$ cat config.mk
export PLATFORM = sky130hd
export DESIGN_NAME = gecko_iter_shifter_flat
export DESIGN_NICKNAME = d
export VERILOG_FILES = /design/src/rtl/gecko_iter_shifter_pkg.sv /design/src/rtl/gecko_iter_shifter_if.sv /design/src/rtl/gecko_iter_shifter_step.sv /design/src/rtl/gecko_iter_shifter.sv /design/src/flat_wrapper.sv
export SDC_FILE = /design/constraint.sdc
export NUM_CORES = 1
export LEC_CHECK = 0
export CORE_ASPECT_RATIO = 1.4
export CORE_UTILIZATION = 63
export DETAILED_ROUTE_END_ITERATION = 8
export GPL_TIMING_DRIVEN = 0
export HOLD_SLACK_MARGIN = 0.05
export PLACE_DENSITY = 0.95
export RECOVER_POWER = 100
export REMOVE_ABC_BUFFERS = 1
export SKIP_CTS_REPAIR_TIMING = 1
export SLEW_MARGIN = 20
export SYNTH_ARGS = -nofsm -noshare
export SYNTH_HDL_FRONTEND = slang
export SYNTH_HIERARCHICAL = 1
export SYNTH_SLANG_ARGS = --single-unit
$ cat constraint.sdc
create_clock -name clk -period 5.4 [get_ports clk]
set_input_delay 1.08 -clock clk [delete_from_list [all_inputs] [get_ports clk]]
set_output_delay 1.08 -clock clk [all_outputs]
set_load 0.01 [all_outputs]
$ cat src/rtl/gecko_iter_shifter_pkg.sv
// Shared types for the gecko iterative shifter: operation modes, FSM states
// and the command-code decode that folds unused codes onto logical-left.
package gecko_iter_shifter_pkg;

    localparam int TYPE_W   = 3;
    localparam int STRIDE_W = 3;

    typedef enum logic [2:0] {
        SHIFT_LL  = 3'd0,
        SHIFT_RL  = 3'd1,
        SHIFT_RA  = 3'd2,
        SHIFT_ROL = 3'd3,
        SHIFT_ROR = 3'd4
    } gecko_iter_shift_type_t;

    typedef enum logic [1:0] {
        ST_IDLE  = 2'd0,
        ST_SHIFT = 2'd1,
        ST_DONE  = 2'd2
    } gecko_iter_shift_state_t;

    // Codes 5-7 have no mode of their own and behave as a logical left shift.
    function automatic gecko_iter_shift_type_t decode_shift_type(input logic [TYPE_W-1:0] code);
        gecko_iter_shift_type_t t;
        case (code)
            3'd1:    t = SHIFT_RL;
            3'd2:    t = SHIFT_RA;
            3'd3:    t = SHIFT_ROL;
            3'd4:    t = SHIFT_ROR;
            default: t = SHIFT_LL;
        endcase
        return t;
    endfunction

endpackage

$ cat src/rtl/gecko_iter_shifter_if.sv
// Command and result handshake bundle of the gecko iterative shifter.
interface gecko_iter_shifter_if #(
    parameter int DATA_WIDTH = 32,
    parameter int TAG_WIDTH  = 5
);
    localparam int SHAMT_W = $clog2(DATA_WIDTH);

    logic                  cmd_valid;
    logic                  cmd_ready;
    logic [DATA_WIDTH-1:0] cmd_value;
    logic [2:0]            cmd_type;
    logic [SHAMT_W-1:0]    cmd_shift;
    logic [2:0]            cmd_stride;
    logic [TAG_WIDTH-1:0]  cmd_tag;
    logic                  result_valid;
    logic                  result_ready;
    logic [DATA_WIDTH-1:0] result_value;
    logic [TAG_WIDTH-1:0]  result_tag;

    modport master (
        output cmd_valid, cmd_value, cmd_type, cmd_shift, cmd_stride, cmd_tag, result_ready,
        input  cmd_ready, result_valid, result_value, result_tag
    );

    modport slave (
        input  cmd_valid, cmd_value, cmd_type, cmd_shift, cmd_stride, cmd_tag, result_ready,
        output cmd_ready, result_valid, result_value, result_tag
    );

endinterface

$ cat src/rtl/gecko_iter_shifter_step.sv
// Combinational single-step shifter: moves value by 0..MAX_STEP positions
// using the fill rule of the selected mode.
module gecko_shift_step
    import gecko_iter_shifter_pkg::*;
#(
    parameter int DATA_WIDTH = 32,
    parameter int MAX_STEP   = 4,
    localparam int STEP_W    = $clog2(MAX_STEP + 1)
) (
    input  logic [DATA_WIDTH-1:0]  value_i,
    input  gecko_iter_shift_type_t type_i,
    input  logic                   sign_i,
    input  logic [STEP_W-1:0]      step_i,
    output logic [DATA_WIDTH-1:0]  value_o
);

    logic [DATA_WIDTH-1:0] signMask;
    logic [DATA_WIDTH-1:0] rotLeft;
    logic [DATA_WIDTH-1:0] rotRight;

    // A shift by DATA_WIDTH yields zero, so step 0 rotates cleanly to the identity.
    assign signMask = ~({DATA_WIDTH{1'b1}} >> step_i);
    assign rotLeft  = (value_i << step_i) | (value_i >> (DATA_WIDTH - int'(step_i)));
    assign rotRight = (value_i >> step_i) | (value_i << (DATA_WIDTH - int'(step_i)));

    always_comb begin
        value_o = value_i << step_i;
        case (type_i)
            SHIFT_RL:  value_o = value_i >> step_i;
            SHIFT_RA:  value_o = (value_i >> step_i) | (sign_i ? signMask : '0);
            SHIFT_ROL: value_o = rotLeft;
            SHIFT_ROR: value_o = rotRight;
            default:   value_o = value_i << step_i;
        endcase
    end

endmodule

$ cat src/rtl/gecko_iter_shifter.sv
// Iterative barrel-shift execute unit: captures a command, shifts at most
// MAX_STEP positions per cycle, then holds the result until it is taken.
module gecko_iter_shifter
    import gecko_iter_shifter_pkg::*;
#(
    parameter int DATA_WIDTH = 32,
    parameter int MAX_STEP   = 4,
    parameter int TAG_WIDTH  = 5
) (
    input  logic               clk,
    input  logic               rst_n,
    gecko_iter_shifter_if.slave bus
);

    localparam int SHAMT_W = $clog2(DATA_WIDTH);
    localparam int STEP_W  = $clog2(MAX_STEP + 1);
    localparam logic [SHAMT_W:0] MAX_STEP_V = (SHAMT_W + 1)'(MAX_STEP);

    gecko_iter_shift_state_t state_q, state_d;
    gecko_iter_shift_type_t  type_q, type_d;
    logic [DATA_WIDTH-1:0]   value_q, value_d;
    logic [TAG_WIDTH-1:0]    tag_q, tag_d;
    logic [SHAMT_W:0]        remaining_q, remaining_d;
    logic                    sign_q, sign_d;

    logic [SHAMT_W-1:0]      effShift;
    logic [STEP_W-1:0]       stepAmt;
    logic [DATA_WIDTH-1:0]   stepValue;
    logic                    cmdReady;

    // Shifting within the SHAMT_W-wide operand drops the overflow, so large strides give zero.
    assign effShift = bus.cmd_shift << bus.cmd_stride;
    assign stepAmt  = (remaining_q > MAX_STEP_V) ? STEP_W'(MAX_STEP) : remaining_q[STEP_W-1:0];

    gecko_shift_step #(
        .DATA_WIDTH(DATA_WIDTH),
        .MAX_STEP  (MAX_STEP)
    ) u_step (
        .value_i(value_q),
        .type_i (type_q),
        .sign_i (sign_q),
        .step_i (stepAmt),
        .value_o(stepValue)
    );

    always_comb begin
        state_d     = state_q;
        type_d      = type_q;
        value_d     = value_q;
        tag_d       = tag_q;
        remaining_d = remaining_q;
        sign_d      = sign_q;
        cmdReady    = (state_q == ST_IDLE) || ((state_q == ST_DONE) && bus.result_ready);

        case (state_q)
            ST_SHIFT: begin
                value_d     = stepValue;
                remaining_d = remaining_q - (SHAMT_W + 1)'(stepAmt);
                if (remaining_d == '0) begin
                    state_d = ST_DONE;
                end
            end
            ST_DONE: begin
                if (bus.result_ready) begin
                    state_d = ST_IDLE;
                end
            end
            default: ;
        endcase

        // Acceptance overrides the return to IDLE, giving back-to-back operation.
        if (cmdReady && bus.cmd_valid) begin
            value_d     = bus.cmd_value;
            type_d      = decode_shift_type(bus.cmd_type);
            sign_d      = bus.cmd_value[DATA_WIDTH-1];
            tag_d       = bus.cmd_tag;
            remaining_d = (SHAMT_W + 1)'(effShift);
            state_d     = (effShift == '0) ? ST_DONE : ST_SHIFT;
        end
    end

    always_ff @(posedge clk or negedge rst_n) begin
        if (!rst_n) begin
            state_q     <= ST_IDLE;
            type_q      <= SHIFT_LL;
            value_q     <= '0;
            tag_q       <= '0;
            remaining_q <= '0;
            sign_q      <= 1'b0;
        end else begin
            state_q     <= state_d;
            type_q      <= type_d;
            value_q     <= value_d;
            tag_q       <= tag_d;
            remaining_q <= remaining_d;
            sign_q      <= sign_d;
        end
    end

    assign bus.cmd_ready    = cmdReady;
    assign bus.result_valid = (state_q == ST_DONE);
    assign bus.result_value = value_q;
    assign bus.result_tag   = tag_q;

endmodule

$ cat src/flat_wrapper.sv
// flat-port wrapper written by rule: the top's interface ports become plain ports
module gecko_iter_shifter_flat import gecko_iter_shifter_pkg::*;
#(
    parameter int DATA_WIDTH = 32,
    parameter int MAX_STEP   = 4,
    parameter int TAG_WIDTH  = 5
)
  (clk, rst_n, bus_cmd_valid, bus_cmd_value, bus_cmd_type, bus_cmd_shift, bus_cmd_stride, bus_cmd_tag, bus_result_ready, bus_cmd_ready, bus_result_valid, bus_result_value, bus_result_tag);
  gecko_iter_shifter_if #(.DATA_WIDTH(DATA_WIDTH), .TAG_WIDTH(TAG_WIDTH)) bus_i ();
  input  logic clk;
  input  logic rst_n;
  input wire logic [$bits(bus_i.cmd_valid)-1:0] bus_cmd_valid;
  input wire logic [$bits(bus_i.cmd_value)-1:0] bus_cmd_value;
  input wire logic [$bits(bus_i.cmd_type)-1:0] bus_cmd_type;
  input wire logic [$bits(bus_i.cmd_shift)-1:0] bus_cmd_shift;
  input wire logic [$bits(bus_i.cmd_stride)-1:0] bus_cmd_stride;
  input wire logic [$bits(bus_i.cmd_tag)-1:0] bus_cmd_tag;
  input wire logic [$bits(bus_i.result_ready)-1:0] bus_result_ready;
  output wire logic [$bits(bus_i.cmd_ready)-1:0] bus_cmd_ready;
  output wire logic [$bits(bus_i.result_valid)-1:0] bus_result_valid;
  output wire logic [$bits(bus_i.result_value)-1:0] bus_result_value;
  output wire logic [$bits(bus_i.result_tag)-1:0] bus_result_tag;
  assign bus_i.cmd_valid = bus_cmd_valid;
  assign bus_i.cmd_value = bus_cmd_value;
  assign bus_i.cmd_type = bus_cmd_type;
  assign bus_i.cmd_shift = bus_cmd_shift;
  assign bus_i.cmd_stride = bus_cmd_stride;
  assign bus_i.cmd_tag = bus_cmd_tag;
  assign bus_i.result_ready = bus_result_ready;
  assign bus_cmd_ready = bus_i.cmd_ready;
  assign bus_result_valid = bus_i.result_valid;
  assign bus_result_value = bus_i.result_value;
  assign bus_result_tag = bus_i.result_tag;
  gecko_iter_shifter #(.DATA_WIDTH(DATA_WIDTH), .MAX_STEP(MAX_STEP), .TAG_WIDTH(TAG_WIDTH)) u_core (.clk(clk), .rst_n(rst_n), .bus(bus_i));
endmodule
==> key figures <==
Logic synthesis
  • Post-Synthesis Cell Area: 0.00751 mm²
  • Post-synthesis cell type count: 83
  • Flop and latch count out of synthesis: 49
  • Post-Synthesis Cells: 894
  • Post-synth EDFFs: 0
  • Post-synth ARST share: 1.00
  • Synth top area share: 0.163
  • Synth Warn #: 6
  • Most common flop cell mapped by yosys: dfrtp_1
  • Dominant cell type by area after synthesis: dfrtp_1
  • Sequential area share after synthesis: 0.163
  • Mean Syn Cell Area: 8.41 µm²
  • Top cells by area, synth: dfrtp_1 (16%), mux2i_1 (16%), mux4_2 (14%)

Critical path
  • Worst setup SP type: register
  • Critical Path Start: u_core/remaining_q[3]
  • Worst Setup EP: u_core/bus.result_value[17]
  • CP Buf/Inv Count: 4
  • Worst reg2reg path endpoint: u_core/bus.result_value[17]
  • Worst reg2reg startpoint: u_core/remaining_q[3]
  • Worst-path cell chain: nor4_4 -> and2_4 -> buf_16 -> buf_16 -> inv_4 -> ha_2 -> inv_1 -> ha_4 -> mux4_2 -> o21ai_0 -> o22ai_1 -> a311o_1 -> mux2i_1 -> o21ai_0
  • Reg2reg setup slack: 320 ps
  • CP arrival: 5170 ps
  • Top Family by Delay on Critical Path: compound AO/OA/AOI/OAI gates
  • Slowest cell on crit path: dfrtp_1
  • Highest net fanout along the worst path: 69
  • Crit Path Class: register to register
  • R2R cell count: 14
  • Total stage count of the critical path: 14
  • CP endpoint kind: register
  • Critical Path RT: 5490 ps
  • Slowest stage delay, CP: 490 ps

Place
  • Routability Congestion: 0.992
  • DPL Wire Length: 17,200 µm
  • Placed Area: 0.00821 mm²
  • PortBufs: 90

Global routing
  • Largest net degree at the start of global routing: 76
  • Vias in the first global route: 7,121
  • GR Util met2: 0.628
  • Overall routing resource usage: 0.411
  • GR Layer Usage met3: 0.0637
  • GRT busiest layer: met2
  • Gr ovfl total: 0
  • First-pass GRT wire length: 39,100 µm
  • Met1 Usage GRT: 0.528
  • Initial antenna violation count: 0

Final layout
  • Number of nets in the layout: 957
  • FF/Latch Area: 0.00123 mm²
  • Multi-input logic area: 0.00574 mm²
  • Layout cells sized above 1: 0.133
  • P&R area growth vs syn: 12.3%
  • Post-route cell area: 0.00844 mm²
  • Layout fillers: 855
  • Number of diodes: 0

Power and ir drop
  • Pleak: 3.06 nW
  • Clock network fraction of total power: 0.064
  • Sequential Power Share: 0.172
  • Maximum VDD drop: 0.000437 V
  • Power share of the combinational group: 0.764
  • Internal: 2.88 mW
  • Switching Fraction: 0.538
  • NetSw: 3.35 mW
  • Cell area power density: 738 mW/mm²

Clock tree
  • H-tree Lvls: 2
  • Clock Latency Late Sink: 310 ps
  • Root Driver: clkbuf_16
  • Clk buf depth: 2
  • Reg clk slew, reported paths: 70 ps
  • Clock Sinks: 49
  • CTS buffer count: 5
  • CTS tree: built

Drt
  • Wire per inst: 24.4 µm
  • Residual DRC: 0
  • DRT iter0 DRCs: 1,453
  • Via count: 7,883
  • Antenna Violating Nets Remaining: 0
  • Routed WL: 25,400 µm
  • Drt first pass iters: 7
  • Via density: 7.56

Hold path
  • Min-delay worst type: register to register

STA
  • Setup Viol. Count Final: 0
  • Worst Tran Pin Value: 2750 ps
  • Worst Clk Skew: 6.31 ps
  • RSZ-0062 raised after global routing: false
  • Slew margin rel.: -0.832
  • Max-slew violations: 126
  • Tcrit/Tclk final: 0.940
  • Hold slack: 484 ps
  • Fmax: 197 MHz
  • Final Hold Fails: 0
  • Tmin final: 5080 ps

Floorplanning
  • Die Width: 94.3 µm
  • Die Area: 0.0124 mm²
  • Core ar.: 0.0115 mm²
  • IO Pins: 91
  • FP Rows: 46
  • Initial core utilization: 0.656
  • Die height: 131 µm

Run status
  • Status: finished, violations left
  • Failing checks: capacitance limit, slew limit

Flow run
  • Maxcap violations: 2
==> worst reg2reg max path, delay by kind of cell (launching register included) <==
family                   cells  cell delay, ps
AND/OR/NAND/NOR              2             880
AO/OA/AOI/OAI                4            1170
flip-flops                   1             490
adder cells (fa/ha/maj)      2             750
buffers and inverters        4            1090
multiplexers                 2             510
==> kinds of logic (layout without fill, tap and decap cells) <==
logic type	count (synthesis)	after routing	synth area share
buf+inv	118	122	0.0826
simple gates	287	288	0.175
flops	49	49	0.163
fa+ha+maj	7	7	0.0117
compound gates	230	230	0.214
mux	201	201	0.351
xor+xnor	2	2	0.00233
==> power by group through the flow <==
stage / sequential [mW] / combinational [mW] / clock, mW
after CTS: 1.04 / 4.57 / 0.400
final: 1.07 / 4.75 / 0.398
after global routing: 1.10 / 5.00 / 0.410
after detailed placement: 1.05 / 4.55 / 0
after global placement: 1.04 / 4.44 / 0
after floorplan: 0.921 / 3.14 / 0
==> metrics by stage <==
stage	TNS, ps	power (mW)	utilization	std cells	setup slack, ps
after floorplan	-109130	4.07	-	792	-3770
after global placement	-194970	5.48	0.702	1026	-6530
after detailed placement	-2990	5.60	0.717	1032	-493
after CTS	-3330	6.01	0.732	1040	-528
after global routing	0	6.51	0.737	1043	131
final	0	6.22	0.737	1043	324
==> sequential cells by signal (all words and copies together), names as in the netlist <==
register and cells:
u_core/bus.result_tag 5, u_core/remaining_q 6, u_core/state_q 2, u_core/bus.result_value 32, u_core/type_q 3, u_core/sign_q 1
==> cell type report <==
cell class                      count  share of cell area
Clock inverter                      2             0.00445
Multi-Input combinational cell    728               0.680
Tap cell                          144              0.0214
Sequential cell                    49               0.145
Clock buffer                        6              0.0165
Inverter                           16             0.00786
Timing Repair Buffer               98               0.124
==> per-layer routing <==
metal  part of all wire  vias up  routed length [µm]
li1                   -     3388                   -
met4              0.080        0                2040
met1               0.35     3649                8800
met2               0.46      683               11600
met5                  0        -                   0
met3               0.12      163                2990
==> layout by cell type (no fill, tap or decap), types with 10 or more instances in the layout <==
| cell type | n |
|---|---|
| a211oi_1 | 19 |
| a21oi_1 | 32 |
| clkdlybuf4s50_1 | 49 |
| dfrtp_1 | 49 |
| dlygate4sd3_1 | 40 |
| inv_1 | 10 |
| mux2_2 | 29 |
| mux2i_1 | 121 |
| mux4_2 | 47 |
| nand2_1 | 113 |
| nand3_1 | 14 |
| nor2_1 | 82 |
| nor3_1 | 15 |
| o211ai_1 | 13 |
| o21ai_0 | 68 |
==> synthesized netlist by cell type, drive strengths merged (4+ instances only) <==
library cell	count
a2111oi	4
a211o	7
a211oi	19
a21oi	32
a311o	7
a31oi	4
and2	6
and3	4
buf	67
clkbuf	35
dfrtp	49
ha	7
inv	15
mux2	33
mux2i	121
mux4	47
nand2	113
nand2b	9
nand3	15
nand3b	7
nor2	83
nor2b	9
nor3	16
o211ai	13
o21a	4
o21ai	73
o221ai	9
o22a	4
o22ai	6
o311ai	10
o32ai	4
or2	5
or3	7
==> worst min path at each step <==
stage                                   from                        to  slack, ps  depth (start not counted)
floorplan              u_core/remaining_q[1]     u_core/remaining_q[1]        480                          1
global placement    u_core/bus.result_tag[1]  u_core/bus.result_tag[1]        460                          2
detailed placement  u_core/bus.result_tag[3]  u_core/bus.result_tag[3]        470                          2
CTS                 u_core/bus.result_tag[3]  u_core/bus.result_tag[3]        490                          2
global route        u_core/bus.result_tag[3]  u_core/bus.result_tag[3]        520                          2
finish              u_core/bus.result_tag[3]  u_core/bus.result_tag[3]        480                          2
Note: power is estimated with default switching activity, not from simulation.
